==> src/rtl/sq_drain_ctrl_pkg.sv <==
// Shared types and sizing constants for the store-queue drain controller.
package sq_drain_ctrl_pkg;

    localparam int SQ_SZ           = 8;
    localparam int RET_W           = 2;
    localparam int DRAIN_HI        = 6;
    localparam int NUM_SQ_BITS     = $clog2(SQ_SZ + 1);
    localparam int NUM_SCALAR_BITS = $clog2(RET_W + 1);

    localparam logic [NUM_SQ_BITS-1:0] DRAIN_HI_CNT = NUM_SQ_BITS'(DRAIN_HI);
    localparam logic [NUM_SQ_BITS-1:0] SQ_SZ_CNT    = NUM_SQ_BITS'(SQ_SZ);
    localparam logic [NUM_SQ_BITS:0]   SQ_SZ_WIDE   = (NUM_SQ_BITS + 1)'(SQ_SZ);

    typedef enum logic [1:0] {
        MEM_BYTE   = 2'h0,
        MEM_HALF   = 2'h1,
        MEM_WORD   = 2'h2,
        MEM_DOUBLE = 2'h3
    } mem_size_e;

    typedef enum logic [1:0] {
        SQD_IDLE,
        SQD_REQ,
        SQD_WAIT
    } sq_drain_state_e;

    typedef struct packed {
        logic        valid;
        logic        is_store;
        logic [31:0] addr;
        logic [31:0] data;
        logic [1:0]  size;
    } dcache_req_t;

    // Port arbitration while idle: a nearly full queue forces stores,
    // otherwise stores and loads alternate when both want the port.
    function automatic logic store_wins(input logic store_ok,
                                        input logic urgent,
                                        input logic ld_req,
                                        input logic last_was_store);
        if (!store_ok) return 1'b0;
        if (urgent)    return 1'b1;
        if (ld_req)    return !last_was_store;
        return 1'b1;
    endfunction

endpackage

==> src/rtl/sq_drain_ctrl.sv <==
// Drains retired stores from the store-queue head into the shared D-cache
// port, one store in flight at a time, and lets load misses use the port
// in between.
module sq_drain_ctrl
    import sq_drain_ctrl_pkg::*;
(
    input  logic                       clock,
    input  logic                       reset,
    input  logic [NUM_SCALAR_BITS-1:0] stores_retiring,
    input  logic                       sq_head_valid,
    input  logic [31:0]                sq_head_addr,
    input  logic [31:0]                sq_head_data,
    input  logic [1:0]                 sq_head_size,
    output logic                       sq_pop,
    input  logic                       ld_req,
    input  logic [31:0]                ld_addr,
    output logic                       ld_gnt,
    output logic                       dc_req_valid,
    output logic                       dc_req_is_store,
    output logic [31:0]                dc_req_addr,
    output logic [31:0]                dc_req_data,
    output logic [1:0]                 dc_req_size,
    input  logic                       dc_req_ready,
    input  logic                       dc_st_ack,
    output logic [NUM_SQ_BITS-1:0]     pending_commits,
    output logic                       sq_drained
);

    sq_drain_state_e            state;
    logic [NUM_SQ_BITS-1:0]     pending;
    logic                       last_was_store;

    logic                       store_ok;
    logic                       pick_store;
    logic                       pick_load;
    logic                       pop;
    logic [NUM_SQ_BITS:0]       pending_sum;
    logic [NUM_SQ_BITS:0]       pending_after;
    logic [NUM_SQ_BITS-1:0]     pending_nxt;
    dcache_req_t                req;

    // Decide who owns the port this cycle and when the head store completes.
    always_comb begin
        store_ok   = (pending != '0) && sq_head_valid;
        pick_store = (state == SQD_IDLE) &&
                     store_wins(store_ok, pending >= DRAIN_HI_CNT, ld_req, last_was_store);
        pick_load  = (state == SQD_IDLE) && ld_req && !pick_store;
        pop        = (state == SQD_WAIT) && dc_st_ack;
    end

    // Next pending count: add retirements, remove the completed store, never above queue depth.
    always_comb begin
        pending_sum   = {1'b0, pending} + (NUM_SQ_BITS + 1)'(stores_retiring);
        pending_after = pending_sum - (NUM_SQ_BITS + 1)'(pop);
        pending_nxt   = (pending_after > SQ_SZ_WIDE) ? SQ_SZ_CNT
                                                     : pending_after[NUM_SQ_BITS-1:0];
    end

    // Build the D-cache request from the current state and the head/load inputs.
    always_comb begin
        req = '0;
        case (state)
            SQD_IDLE: begin
                if (pick_load) begin
                    req.valid    = 1'b1;
                    req.is_store = 1'b0;
                    req.addr     = ld_addr;
                    req.data     = '0;
                    req.size     = MEM_WORD;
                end
            end
            SQD_REQ: begin
                req.valid    = 1'b1;
                req.is_store = 1'b1;
                req.addr     = sq_head_addr;
                req.data     = sq_head_data;
                req.size     = sq_head_size;
            end
            default: begin
                req = '0;
            end
        endcase
    end

    assign dc_req_valid    = req.valid;
    assign dc_req_is_store = req.is_store;
    assign dc_req_addr     = req.addr;
    assign dc_req_data     = req.data;
    assign dc_req_size     = req.size;
    assign ld_gnt          = pick_load && dc_req_ready;
    assign sq_pop          = pop;
    assign pending_commits = pending;
    assign sq_drained      = (pending == '0) && (state == SQD_IDLE);

    // Drain sequencer, pending counter and the alternation flag.
    always_ff @(posedge clock or posedge reset) begin
        if (reset) begin
            state          <= SQD_IDLE;
            pending        <= '0;
            last_was_store <= 1'b0;
        end else begin
            pending <= pending_nxt;
            case (state)
                SQD_IDLE: begin
                    if (pick_store) begin
                        state <= SQD_REQ;
                    end else if (pick_load && dc_req_ready) begin
                        last_was_store <= 1'b0;
                    end
                end
                SQD_REQ: begin
                    if (dc_req_ready) begin
                        last_was_store <= 1'b1;
                        state          <= SQD_WAIT;
                    end
                end
                SQD_WAIT: begin
                    if (dc_st_ack) begin
                        state <= SQD_IDLE;
                    end
                end
                default: begin
                    state <= SQD_IDLE;
                end
            endcase
        end
    end

    // Guard against retire overflow and acks that arrive with no store outstanding.
    always @(posedge clock) begin
        if (!reset) begin
            a_no_overflow: assert (pending_sum <= SQ_SZ_WIDE);
            a_ack_in_wait: assert (!dc_st_ack || (state == SQD_WAIT));
        end
    end

endmodule

==> config.mk <==
export PLATFORM = sky130hd
export DESIGN_NAME = sq_drain_ctrl
export DESIGN_NICKNAME = d
export VERILOG_FILES = /design/src/rtl/sq_drain_ctrl_pkg.sv /design/src/rtl/sq_drain_ctrl.sv
export SDC_FILE = /design/constraint.sdc
export NUM_CORES = 1
export LEC_CHECK = 0
export CORE_UTILIZATION = 24
export CTS_CLUSTER_DIAMETER = 80
export DETAILED_ROUTE_END_ITERATION = 8
export PLACE_DENSITY = 0.86
export REMOVE_ABC_BUFFERS = 1
export SETUP_SLACK_MARGIN = 0.05
export SYNTH_ARGS = -nofsm -noshare
export SYNTH_HDL_FRONTEND = slang
export SYNTH_SLANG_ARGS = --single-unit
==> constraint.sdc <==
create_clock -name clock -period 5.95 [get_ports clock]
set_input_delay 1.19 -clock clock [delete_from_list [all_inputs] [get_ports clock]]
set_output_delay 1.19 -clock clock [all_outputs]
set_load 0.01 [all_outputs]
### Yosys cells after proc, flatten, opt, wreduce, memory -nomap -nowiden

Cells that the tools add are included.

| storage, ports and cells | value |
|---|---|
| flip-flop bits (word level) | 7 |
| input bits | 106 |
| word-level logic and storage cells | 51 |

| cells by class | value |
|---|---|
| $add $sub $neg | 2 |
| order comparisons | 2 |
| equality and inequality tests | 7 |
| mux-type cells | 22 |
| reduce and logical (&&, ||, !) cells | 15 |

Operators with widths:

| cell | number |
|---|---|
| $pmux 68 s2 | 1 |
| $mux 68 | 1 |
| $mux 1 | 14 |
| $ne 2x2->1 const B | 5 |
| $logic_and 1x1->1 | 7 |
| $mux 2 | 3 |
| $pmux 2 s3 | 1 |
| $add 4x2->5 | 1 |
| $gt 5x4->1 const B | 1 |
| $sub 5x1->5 | 1 |
| $ge 4x3->1 const B | 1 |
| $logic_not 4->1 | 1 |
| $mux 4 | 1 |
| $reduce_and 4->1 | 1 |
| $reduce_bool 4->1 | 1 |
| $reduce_and 3->1 | 1 |
| $eq 2x1->1 const B | 1 |
| $eq 2x2->1 const B | 1 |
| $logic_not 1->1 | 2 |
| $logic_not 2->1 | 1 |
| $pmux 1 s2 | 1 |
| $reduce_bool 2->1 | 1 |

### Logic depth before layout (Yosys ltp)

Gate-level depths: netlist of the first run.

| logic depth | value |
|---|---|
| word-level depth | 15 |
| mapped depth | 10 |
| gate-level depth less buffers | 10 |

### Worst setup path before layout of the first run

No wires, ideal clock.

| timing | value |
|---|---|
| path type | input-to-output |
| start point | input port sq_head_valid |
| end point | output port dc_req_addr[15] |
| arrival time | 2,105 ps |
| slack | 2,655 ps |
| stages | 6 |
| buffers on the path | 2 |
| cell sequence | inv_1 -> a211o_1 -> and3_1 -> buf_6 -> buf_8 -> a22o_1 |

| between the ends | value |
|---|---|
| longest elaborated chain between the ends | 7 |

RTL lines:

| item | RTL line | text |
|---|---|---|
| start: declaration | sq_drain_ctrl.sv:10 | `input logic sq_head_valid,` |
| $logic_and 1x1->1 | sq_drain_ctrl.sv:44 | `store_ok = (pending != '0) && sq_head_valid;` |
| $mux 1 | sq_drain_ctrl_pkg.sv:42 | `if (urgent) return 1'b1;` |
| $logic_and 1x1->1 | sq_drain_ctrl.sv:45 | `pick_store = (state == SQD_IDLE) &&` |
| $logic_not 1->1 | sq_drain_ctrl.sv:47 | `pick_load = (state == SQD_IDLE) && ld_req && !pick_store;` |
| $logic_and 1x1->1 | sq_drain_ctrl.sv:47 |  |
| $mux 68 | sq_drain_ctrl.sv:64 | `if (pick_load) begin` |
| $pmux 68 s2 | sq_drain_ctrl.sv:62 | `case (state)` |
| end: declaration | sq_drain_ctrl.sv:20 | `output logic [31:0] dc_req_addr,` |

Every way passes these cells.

### Final worst setup path of the first run

| timing | value |
|---|---|
| start point | input port sq_head_valid |
| end point | output port dc_req_addr[30] |

Same word-level chain as after synthesis.

==> flow_metrics.env, run 1 <==
export IMPL_status="finished clean"
export IMPL_tns_ns=0
export IMPL_syn_inst=138
export IMPL_route_detailed_drc=0
export IMPL_hold_class="flop to flop"
export IMPL_drt_iter0_drc=65
export IMPL_cts_tree="built"
export IMPL_r2r_end="pending_commits[2]"
export IMPL_n_antenna_cell=0
export IMPL_drv_cap=0
export IMPL_r2r_setup_slack_ns=3.49
export IMPL_dr_total_vias=1721
export IMPL_wl_mm=6.508
export IMPL_die_h_um=70.42
export IMPL_io_pins=181
export IMPL_ys_types=27
export IMPL_critPathMaxFanout=33
export IMPL_synth_top_family_by_area="compound AO/OA/AOI/OAI gates"
export IMPL_seq_area_frac_synth_pct=15.59
export IMPL_start_kind="primary input"
export IMPL_worstSetupPathType="primary input to output port"
export IMPL_netlist_area_leader_share_pct=27.28
export IMPL_worst_pin_slew_ns=1.192
export IMPL_hold_end="last_was_store"
export IMPL_synthAdderAreaFrac_pct=9.577
export IMPL_fin_crit_sh_pct=80.66
export IMPL_timing_fmax_mhz=208.4
export IMPL_hold_depth=1
export IMPL_overflow=0
export IMPL_initial_core_util_pct=25.45
export IMPL_grt_max_degree=59
export IMPL_grt_pass1_wl_mm=9.680
export IMPL_synth_seq_cells=7
export IMPL_antenna_found_initial=2
export IMPL_fillCellCount=392
export IMPL_cts_setup_buffers=0
export IMPL_syn_to_final_growth_pct=163.8
export IMPL_viasPerCell=4.741
export IMPL_cts_sinks=7
export IMPL_clkTransAtPathRegs_ns=0.04
export IMPL_rows=24
export IMPL_finalSetupViolCount=0
export IMPL_min_from="last_was_store"
export IMPL_r2r_start="state[1]"
export IMPL_grt_use_total_pct=25.62
export IMPL_clk_latency_ns=0.23
export IMPL_cts_resized_gates=0
export IMPL_post_route_util_pct=67.15
export IMPL_r2r_cells=10
export IMPL_synth_xor_area_share_pct=1.559
export IMPL_period_needed_ns=4.799
export IMPL_synthMuxAreaShare_pct=0
export IMPL_arrival_ns=3.61
export IMPL_antenna_left=0
export IMPL_synth_area_leader_cell="a22o_1"
export IMPL_core_um2=4414
export IMPL_hold_violations=0
export IMPL_drt_pass1_iter_count=4
export IMPL_required_ns=4.76
export IMPL_nets=426
export IMPL_p_leak_nw=1.224
export IMPL_ctsHtreeMaxLevel=1
export IMPL_synth_compound_area_share_pct=31.74
export IMPL_port_buffers=180
export IMPL_yosys_top_cells_area="a22o_1 (27%), and2_1 (19%), dfrtp_1 (16%)"
export IMPL_peakVddDrop_uv=222.2
export IMPL_globalplace_congestion=0.8947
export IMPL_slew_viol_final=0
export IMPL_cts_buffer_depth=2
export IMPL_wl_per_cell_um=17.93
export IMPL_end_kind="output port"
export IMPL_drive_gt1_share_pct=1.929
export IMPL_slew_headroom_pct=20.57
export IMPL_synth_warnings=0
export IMPL_fin_skew_ns=0.0005858
export IMPL_dieArea_um2=4959
export IMPL_synth_cell_area_um2=1124
export IMPL_hpwl_mm=5.769
export IMPL_fp_dieW_um=70.42
export IMPL_p_per_area_nw_per_um2=345.8
export IMPL_multi_input_area_um2=817.0
export IMPL_seqCellArea_um2=175.2
export IMPL_cts_root_buffer_cell="clkbuf_8"
export IMPL_rsz0062_at_grt="false"
export IMPL_cts_buffers=3
export IMPL_grt_pass1_vias=1743
export IMPL_hold_buffers=0
export IMPL_yosys_area_share_simple_pct=29.18
export IMPL_syn_avg_cell_area_um2=8.142
cell type report:
| type | count | share of cell area, % |
|---|---|---|
| Multi-Input combinational cell | 105 | 27.56 |
| Sequential cell | 7 | 5.910 |
| Inverter | 14 | 1.773 |
| Timing Repair Buffer | 181 | 61.04 |
| Tap cell | 52 | 2.195 |
| Clock buffer | 4 | 1.520 |
cells by family after synthesis:
logic type / after synthesis
buffers and inverters: 26
AO/OA/AOI/OAI: 42
adder cells (fa/ha/maj): 8
AND/OR/NAND/NOR: 53
flip-flops: 7
XOR/XNOR: 2
through the flow:
step                      std cells  hold WS (ns)  total power (W)  setup slack, ns  cell area [um^2]
after floorplan                 126        0.4584        0.0004742            1.903              1037
after global placement          359        0.4884        0.0009410            1.154              2919
final                           363        0.4992         0.001025            1.151              2964
after detailed placement        359        0.4847        0.0009590            1.106              2919
after CTS                       363        0.4992         0.001030            1.104              2964
after global routing            363        0.5297         0.001094           0.9370              2964
routing by layer:
layer	wire, um	track usage [%]	vias to the layer above
li1	-	-	832
met1	2852	32.37	773
met2	2965	42.96	103
met3	640	9.235	9
met4	22	2.444	4
met5	27	0	-
placed cells by master, fill, tap and decap left out, drive strengths merged:
cell / instances
clkdlybuf4s50: 180
a22o: 35
and2: 34
inv: 14
ha: 7
dfrtp: 7
nor2b: 4
clkbuf: 4
nor2: 3
nand2: 2
a21o: 2
a21oi: 2
nor4: 2
nor3: 2
nor3b: 1
a211o: 1
nand4b: 1
and3: 1
and3b: 1
xor2: 1
nand2b: 1
o31ai: 1
xnor2: 1
or2: 1
a311oi: 1
fa: 1
buf: 1
worst max-delay path by stage:
stage                  start               to  slack, ns  cells past startpoint
3_3_place_gp   sq_head_valid  dc_req_addr[30]       1.15                      6
5_1_grt        sq_head_valid  dc_req_addr[30]       0.94                      6
2_1_floorplan       state[1]   dc_req_addr[0]       1.90                      2
3_5_place_dp   sq_head_valid  dc_req_addr[30]       1.11                      6
6_report       sq_head_valid  dc_req_addr[30]       1.15                      6
4_1_cts        sq_head_valid  dc_req_addr[30]       1.10                      6
synth_stat cells:
master,instances
nor2b_1,4
xnor2_1,1
a21o_1,2
nand2_1,2
buf_6,1
xor2_1,1
nor2_1,3
dfrtp_1,7
nand4b_1,1
a311oi_1,1
fa_1,1
nor4_1,2
a211o_1,1
and2_1,34
and3_1,1
clkbuf_1,8
nor3_1,2
nor3b_2,1
and3b_1,1
a21oi_1,2
inv_1,14
a22o_1,35
buf_8,3
o31ai_1,1
or2_1,1
ha_1,7
nand2b_1,1
flip-flops by register name (all words and copies together) (netlist names):
| name | count |
|---|---|
| pending_commits | 4 |
| state | 2 |
| last_was_store | 1 |
power by group:
part	total, W	leakage (nW)	internal (W)	switching, W
combinational	0.000868	1.11	0.000498	0.000370
sequential	0.0000895	0.0879	0.0000674	0.0000221
clock	0.0000674	0.0228	0.0000464	0.0000210
worst max-delay path, stage by stage:
cell and delay [ns]:
clkdlybuf4s50_1 0.40, inv_1 0.07, a211o_1 0.14, and3_1 0.96, a22o_1 0.27, clkdlybuf4s50_1 0.57
Note: power is estimated with default switching activity, not from simulation.
==> run 2: changes to the inputs <==
--- a/config.mk
+++ b/config.mk
@@ -5,10 +5,10 @@
 export SDC_FILE = /design/constraint.sdc
 export NUM_CORES = 1
 export LEC_CHECK = 0
-export CORE_UTILIZATION = 24
+export CORE_UTILIZATION = 22
 export CTS_CLUSTER_DIAMETER = 80
 export DETAILED_ROUTE_END_ITERATION = 8
-export PLACE_DENSITY = 0.86
+export PLACE_DENSITY = 0.8
 export REMOVE_ABC_BUFFERS = 1
 export SETUP_SLACK_MARGIN = 0.05
 export SYNTH_ARGS = -nofsm -noshare
==> constraint.sdc (replaced) <==
create_clock -name clock -period 4.7 [get_ports clock]
set_input_delay 0.94 -clock clock [delete_from_list [all_inputs] [get_ports clock]]
set_output_delay 0.94 -clock clock [all_outputs]
set_load 0.01 [all_outputs]
==> flow_metrics.env, run 2 (synthesis gave the netlist of run 1 again) <==
export IMPL_status="finished clean"
export IMPL_die_h_um=73.47
export IMPL_worstSetupPathType="primary input to output port"
export IMPL_fp_dieW_um=73.47
export IMPL_slew_headroom_pct=16.90
export IMPL_syn_to_final_growth_pct=165.5
export IMPL_cts_setup_buffers=0
export IMPL_grt_met2_usage_pct=35.27
export IMPL_crit_buf_inv=3
export IMPL_dr_total_vias=1722
export IMPL_ctsHtreeMaxLevel=1
export IMPL_drt_pass1_iter_count=4
export IMPL_viasPerCell=4.556
export IMPL_cts_buffer_depth=2
export IMPL_grt_use_total_pct=20.47
export IMPL_core_um2=4817
export IMPL_cp_cell_sequence="clkdlybuf4s50_1 > inv_1 > a211o_1 > and3_1 > a22o_1 > clkdlybuf4s50_1"
export IMPL_antenna_left=0
export IMPL_initial_core_util_pct=23.32
export IMPL_rows=25
export IMPL_cts_tree="built"
export IMPL_drt_iter0_drc=36
export IMPL_hold_buffers=0
export IMPL_post_place_cells=374
export IMPL_port_buffers=180
export IMPL_final_common_cell="clkdlybuf4s50_1"
export IMPL_tns_ns=0
export IMPL_nets=426
export IMPL_cts_buffers=3
export IMPL_critPathTopFamily="buffers and inverters"
export IMPL_fin_crit_sh_pct=92.42
export IMPL_critPathMaxFanout=33
export IMPL_p_leak_nw=1.224
export IMPL_hold_class="flop to flop"
export IMPL_timing_fmax_mhz=230.2
export IMPL_grt_pass1_vias=1711
export IMPL_fin_cells=378
export IMPL_grt_use_met1_pct=23.63
export IMPL_cts_root_buffer_cell="clkbuf_8"
export IMPL_fillCellCount=454
export IMPL_cts_sinks=7
export IMPL_largest_reg_flops=4
export IMPL_route_detailed_drc=0
export IMPL_overflow=0
export IMPL_n_antenna_cell=0
export IMPL_final_cell_mix="clkdlybuf4s50_1 (180), a22o_1 (35), and2_1 (34)"
export IMPL_cts_resized_gates=0
export IMPL_antenna_found_initial=0
export IMPL_period_needed_ns=4.344
export IMPL_globalplace_congestion=0.7822
export IMPL_globalRoute_busiestLayer="met2"
export IMPL_io_pins=181
export IMPL_worst_pin_slew_ns=1.246
export IMPL_wl_mm=6.051
export IMPL_p_per_area_nw_per_um2=432.3
export IMPL_rsz0062_at_grt="false"
export IMPL_start_kind="primary input"
export IMPL_dieArea_um2=5397
export IMPL_clk_latency_ns=0.23
export IMPL_arrival_ns=3.40
export IMPL_fin_skew_ns=0.0004691
export IMPL_grt_max_degree=43
export IMPL_drive_gt1_share_pct=1.929
export IMPL_required_ns=3.76
export IMPL_grt_use_met3_pct=8.093
export IMPL_wl_per_cell_um=16.01
export IMPL_peakVddDrop_uv=298.2
export IMPL_slowest_stage="and3_1"
export IMPL_crit_top_cell="clkdlybuf4s50_1"
export IMPL_hpwl_mm=5.192
export IMPL_end_kind="output port"
export IMPL_drv_cap=0
export IMPL_post_route_util_pct=61.92
export IMPL_finalSetupViolCount=0
export IMPL_hold_violations=0
export IMPL_slew_viol_final=0
export IMPL_crit_path_max_incr_delay_ns=0.99
export IMPL_grt_pass1_wl_mm=8.466
export IMPL_clkTransAtPathRegs_ns=0.04
==> run 2: cell counts in the layout (fill, tap and decap cells not counted) <==
No cell type changed its count.
==> run 2: worst register-to-register path, cell delays in order, from the launching register on <==
cell and delay [ns]:
dfrtp_1 0.47, and3b_1 0.25, ha_1 0.29, inv_1 0.05, ha_1 0.15, inv_1 0.05, fa_1 0.39, nor2b_1 0.18
o31ai_1 0.10, xnor2_1 0.18, or2_1 0.23
==> run 2: per-stage QoR <==
| step | hold slack [ns] | total power, W | setup slack, ns | area [um^2] |
|---|---|---|---|---|
| global route | 0.5197 | 0.001382 | 0.1595 | 2983 |
| finish | 0.4900 | 0.001290 | 0.3562 | 2983 |
| detailed placement | 0.4839 | 0.001207 | 0.3539 | 2938 |
| floorplan | 0.4584 | 0.0006004 | 0.9033 | 1037 |
| CTS | 0.4956 | 0.001299 | 0.3443 | 2983 |
| global placement | 0.4810 | 0.001194 | 0.3678 | 2938 |
==> run 2: final cells by class <==
type,instances,area (um^2),share of cell area [%]
clock buffer,4,45.04,1.510
inverter,14,52.55,1.762
multi-input combinational,105,817.0,27.39
sequential,7,175.2,5.872
tap,67,83.83,2.810
timing repair buffer,181,1809,60.65
==> run 2: worst paths after layout <==
check / startpoint / end / slack [ns] / cells past startpoint
min: last_was_store / last_was_store / 0.49 / 1
max: sq_head_valid / dc_req_addr[28] / 0.36 / 6
min reg2reg: last_was_store / last_was_store / 0.49 / 1
min in group asynchronous: reset / pending_commits[2] / 0.95 / 2
max reg2reg: state[1] / pending_commits[3] / 2.24 / 10
max in group asynchronous: reset / pending_commits[3] / 3.54 / 2
==> run 2: routing by layer <==
layer / vias up / wire length, um
li1: 835 / -
met1: 766 / 2371
met2: 113 / 2867
met3: 8 / 702
met4: 0 / 109
met5: - / 0
==> run 2: report_power, final <==
part	internal, W	total [W]	switching (W)
Combinational	0.000630	0.00109	0.000462
Clock	0.0000587	0.0000848	0.0000262
Sequential	0.0000852	0.000113	0.0000274
